==> src/rtl/uart_msg_arbiter.sv <==
// Round-robin arbiter sharing one uart_tx byte transmitter between
// REQ_NUM fixed-length message sources.
module uart_msg_arbiter #(
  parameter int REQ_NUM   = 8,
  parameter int MSG_BYTES = 5,
  parameter int IDX_W     = $clog2(REQ_NUM)
) (
  input  logic                           clk,
  input  logic                           rst_n,
  input  logic [REQ_NUM-1:0]             req,
  input  logic [REQ_NUM*MSG_BYTES*8-1:0] req_data,
  output logic [REQ_NUM-1:0]             grant,
  output logic [IDX_W-1:0]               grant_idx,
  output logic                           done,
  output logic                           send_en,
  output logic [7:0]                     send_data,
  input  logic                           send_busy
);

  localparam int MSG_W = MSG_BYTES * 8;
  localparam int CNT_W = (MSG_BYTES > 1) ? $clog2(MSG_BYTES) : 1;

  typedef enum logic [1:0] {
    IDLE,
    ISSUE,
    WAIT_HI,
    WAIT_LO
  } state_t;

  state_t             state, state_n;
  logic [MSG_W-1:0]   msg_r, msg_n;
  logic [REQ_NUM-1:0] grant_n;
  logic [IDX_W-1:0]   idx_n;
  logic [IDX_W-1:0]   ptr, ptr_n;
  logic [IDX_W-1:0]   pick;
  logic [CNT_W-1:0]   cnt, cnt_n;
  logic               done_n;
  logic [7:0]         cur_byte;

  // Lowest k wins: first requester after ptr, wrapping at REQ_NUM.
  function automatic logic [IDX_W-1:0] rr_pick(
    input logic [REQ_NUM-1:0] r,
    input logic [IDX_W-1:0]   p
  );
    int j;
    rr_pick = '0;
    for (int k = REQ_NUM; k >= 1; k--) begin
      j = (int'(p) + k) % REQ_NUM;
      if (r[j]) rr_pick = IDX_W'(j);
    end
  endfunction

  assign pick     = rr_pick(req, ptr);
  assign cur_byte = msg_r[(MSG_BYTES - 1 - int'(cnt)) * 8 +: 8];

  always_ff @(posedge clk) begin
    if (!rst_n) begin
      state     <= IDLE;
      grant     <= '0;
      grant_idx <= '0;
      done      <= 1'b0;
      cnt       <= '0;
      ptr       <= IDX_W'(REQ_NUM - 1);
      msg_r     <= '0;
    end else begin
      state     <= state_n;
      grant     <= grant_n;
      grant_idx <= idx_n;
      done      <= done_n;
      cnt       <= cnt_n;
      ptr       <= ptr_n;
      msg_r     <= msg_n;
    end
  end

  always_comb begin
    state_n   = state;
    grant_n   = grant;
    idx_n     = grant_idx;
    ptr_n     = ptr;
    cnt_n     = cnt;
    msg_n     = msg_r;
    done_n    = 1'b0;
    send_en   = 1'b0;
    send_data = 8'h00;
    unique case (state)
      IDLE: begin
        if (|req) begin
          msg_n   = req_data[int'(pick) * MSG_W +: MSG_W];
          grant_n = REQ_NUM'(1) << pick;
          idx_n   = pick;
          cnt_n   = '0;
          state_n = ISSUE;
        end
      end
      ISSUE: begin
        if (!send_busy) begin
          send_en   = 1'b1;
          send_data = cur_byte;
          state_n   = WAIT_HI;
        end
      end
      WAIT_HI: begin
        if (send_busy) state_n = WAIT_LO;
      end
      WAIT_LO: begin
        if (!send_busy) begin
          if (cnt == CNT_W'(MSG_BYTES - 1)) begin
            done_n  = 1'b1;
            grant_n = '0;
            ptr_n   = grant_idx;
            state_n = IDLE;
          end else begin
            cnt_n   = cnt + CNT_W'(1);
            state_n = ISSUE;
          end
        end
      end
      default: state_n = IDLE;
    endcase
  end

endmodule

==> config.mk <==
export PLATFORM = sky130hd
export DESIGN_NAME = uart_msg_arbiter
export DESIGN_NICKNAME = d
export VERILOG_FILES = /design/src/rtl/uart_msg_arbiter.sv
export SDC_FILE = /design/constraint.sdc
export NUM_CORES = 1
export LEC_CHECK = 0
export ABC_AREA = 1
export CELL_PAD_IN_SITES_DETAIL_PLACEMENT = 0
export CELL_PAD_IN_SITES_GLOBAL_PLACEMENT = 1
export CORE_MARGIN = 2
export CORE_UTILIZATION = 40
export DETAILED_ROUTE_END_ITERATION = 6
export DONT_BUFFER_PORTS = 1
export HOLD_SLACK_MARGIN = 0.02
export PLACE_DENSITY_LB_ADDON = 0.1
export SYNTH_ARGS = -nofsm -noshare
export SYNTH_HDL_FRONTEND = slang
export SYNTH_SLANG_ARGS = --single-unit
==> constraint.sdc <==
create_clock -name clk -period 4 [get_ports clk]
set_clock_uncertainty 0.1 [all_clocks]
set_input_delay 0.4 -clock clk [delete_from_list [all_inputs] [get_ports clk]]
set_output_delay 0.4 -clock clk [all_outputs]
set_load 0.02 [all_outputs]
==> impl_summary.txt <==
----------------------------------------------------
[Timing]
  Worst-case headroom to the max-slew limit ... 43.2%
  Hold Violations, Final ... 0
  Setup repair after global routing missed its margin ... false
  Period minus WS final ... 3.68 ns
  Post-Route Setup TNS ... 0 ns
  Number of max-slew violations in the final report ... 0
  Count of endpoints failing setup in the final report ... 0
  Measured slew at the worst slew-check pin ... 0.845 ns
  Top achievable clock speed ... 0.272 GHz
  Fin Hold WS ... 0.0467 ns
  Crit share post-route ... 92.1%

[Finish]
  Number of filler cells placed in the layout ... 2,028
  Share of post-route cells with drive strength above 1 ... 4.44%
  Finished Cell Area ... 7380 um^2
  Nets ... 1,687
  Synthesis-to-finish area growth ... 5.30%
  Final Instance Count excl. Fillers ... 1,577
  Total area of multi-input combinational cells ... 5020 um^2
  Sequential cell area ... 1200 um^2

[Critical path]
  Worst setup path category ... reg -> reg
  Kind of capture point of the worst setup path ... register
  Crit path DAT ... 3.86 ns
  Category of the worst setup path launch point ... register
  Library cell contributing the largest single delay on the critical path ... dfxtp_1
  Number of cells traversed by the worst register-to-register path ... 23
  Critical path peak fanout ... 26
  Slack of the worst reg-to-reg path ... 0.32 ns
  Stage delay of the slowest cell on the critical path ... 0.55 ns
  Data required time at the worst endpoint ... 4.17 ns
  RR Startpoint ... ptr[1]
  Sequence of cells on the critical path ... inv_2 -> ha_1 -> inv_2 -> nand3_1 -> nand3_1 -> nand2_1 -> inv_2 -> nand2_1 -> nand2_1 -> nand2_1 -> nand2_1 -> nand2_1 -> nand2_8 -> nand2_4 -> buf_4 -> nand2_1 -> nand2_1 -> nand2_1 -> nand2_1 -> nand2_1 -> nand3_1 -> nand2_1 -> inv_1
  Worst R2R End ... msg_r[22]
  Cell with the most instances on the worst path ... nand2_1

[Min path]
  Hold/Removal Path Class ... in -> reg
  Worst Hold Path EP ... done
  Instance count along the most critical hold path ... 1
  Start point of the worst hold path ... send_busy

[Routing]
  Drt first pass iters ... 5
  Final wirelength ... 26,200 um
  Antenna-violating nets left ... 0
  Routed length per instance ... 16.6 um
  Number of design rule violations left after detail routing ... 0
  DR vias ... 8,303
  Vias per inst ... 5.27
  Starting DRT DRC Count ... 655

[Logic synthesis]
  Syn Nets ... 1,746
  Synthesized instance count ... 1,406
  Register bit count reported by yosys ... 60
  Mapped Area ... 7010 um^2
  Avg Synthesized Cell Area ... 4.99 um^2
  Post-synthesis cell type count ... 30
  Yosys warns ... 0
  Share of synthesized area occupied by flip-flops and latches ... 17.1%

[Clock network]
  Maximum root-to-sink buffer count ... 2
  Post-CTS Setup Bufs ... 0
  Clk pin slew, worst setup/hold paths ... 0.05 ns
  Number of buffers created by CTS ... 9
  Deepest level of the CTS H-tree ... 3
  Clock tree from TritonCTS ... done
  Clk_lat worst skew ... 0.33 ns
  Hold_buf cts ... 0
  Number of clock sinks seen by CTS ... 60
  Clock tree root driver cell ... clkbuf_16
  Cells resized by post-CTS repair ... 0

[Floorplanning]
  Site Rows ... 48
  Initial core utilization ... 40.7%
  Die area ... 18,600 um^2
  Number of I/O pins ... 352
  Total core area ... 17,200 um^2
  Die outline height ... 136 um
  Die width ... 136 um

[Power]
  Worst ir drop on vdd ... 270 uV
  Cell internal power dissipation ... 1.76 mW
  Sequential power share ... 27.2%
  Proportion of power drawn by the clock network ... 27.8%
  Comb pwr share ... 45.0%
  Switching share of total power ... 43.6%
  Cell Pwr Density ... 422 nW/um^2
  Standby leakage power ... 4.30 nW
  Sw Pwr ... 1.36 mW

[Run status]
  Run status ... finished clean

[Placement]
  Half-perimeter wire length of the detailed placement result ... 20,100 um
  # placed instances ... 1,561
  Number of buffers inserted by port buffering ... 0
  Placed Instance Area ... 7050 um^2
  GPL Wtd Cong ... 0.981

[Global routing]
  Number of global-route vias before repair ... 7,185
  First-pass GRT wire length ... 38,500 um
  Total grt overflow ... 0
  Overall global routing resource usage ... 26.6%
  Pin count of the biggest net entering global routing ... 107
  Number of antenna violations at the first check in global routing ... 1

[Job]
  Number of violations of the max-capacitance limit ... 0

----------------------------------------------------
[cells in the final DEF, fill, tap and decap left out, drive strengths merged]
master / count
a21boi: 1
buf: 26
a21oi: 29
nor2: 39
nor4: 2
o21bai: 1
nand4: 1
nor3: 2
a22oi: 2
o211ai: 4
diode: 1
nand3: 238
nand2: 821
xor2: 2
o32ai: 8
bufinv: 2
dfxtp: 60
clkinv: 4
clkinvlp: 1
clkbuf: 11
or2: 1
o21ai: 16
inv: 70
a211oi: 1
ha: 9
[per-stage QoR]
stage	power (mW)	util (%)	setup WS, ns
5_1_grt	3.36	42.8	0.00950
4_1_cts	3.13	42.8	0.367
2_1_floorplan	1.87	-	1.16
3_5_place_dp	2.26	40.9	0.405
3_3_place_gp	2.26	40.9	0.417
6_report	3.11	42.8	0.318
[power groups by stage]
stage               logic, mW  clock network, mW  registers [mW]
finish                   1.40              0.865           0.848
global route             1.59              0.903           0.863
CTS                      1.41              0.871           0.850
detailed placement       1.40                  0           0.861
global placement         1.40                  0           0.861
floorplan                1.05                  0           0.818
[cells in the mapped netlist, drive strengths merged]
cell    count  area [um^2]
a211oi      1         7.51
a21boi      1         7.51
a21oi      29          149
a22oi       2         15.0
buf        74          465
clkbuf     22         82.6
clkinv      3         11.3
dfxtp      60         1200
ha          9          113
inv        70          265
nand2     821         3110
nand3     238         1190
nand4       1         6.26
nor2       39          146
nor3        2         10.0
nor4        2         12.5
o211ai      4         30.0
o21ai      16         80.1
o21bai      1         7.51
o32ai       8         70.1
or2         1         6.26
xor2        2         17.5
[layout make-up]
type	instances	share of cell area, %
Sequential cell	60	16.3
Clock buffer	11	3.42
Antenna cell	1	0.0339
Inverter	73	3.75
Multi-Input combinational cell	1177	68.0
Timing Repair Buffer	26	3.71
Tap cell	225	3.81
Clock inverter	4	0.983
[flip-flops by register name (all words and copies together) (netlist names)]
register	flops
cnt	3
done	1
grant	8
grant_idx	3
msg_r	40
ptr	3
state	2
[routing by layer]
metal	routed length (um)	global-route usage (%)
met1	12100	36.9
met5	0	0
met4	618	7.47
met2	11500	42.4
met3	1910	4.51
[cells by family after synthesis]
group           Yosys count  synth area share [%]
compound gates           62                  5.23
flops                    60                  17.1
simple gates           1104                  64.0
fa+ha+maj                 9                  1.61
buf+inv                 169                  11.8
xor+xnor                  2                 0.250
[worst max path at each step]
stage	from	endpoint	slack, ns	cells after the start
final	ptr[1]	msg_r[22]	0.32	23
after global routing	ptr[1]	msg_r[22]	0.01	24
after CTS	ptr[1]	msg_r[5]	0.37	23
after detailed placement	ptr[0]	msg_r[14]	0.41	23
after global placement	ptr[0]	msg_r[14]	0.42	19
after floorplan	cnt[0]	send_data[0]	1.16	8
[critical path: cells and delay by family (launching register included)]
kind	cells	cell delay, ns
adders and majority gates	1	0.46
buffers and inverters	5	0.70
DFF	1	0.55
and+or+nand+nor	17	1.80
Power figures use the tool's default switching activity.
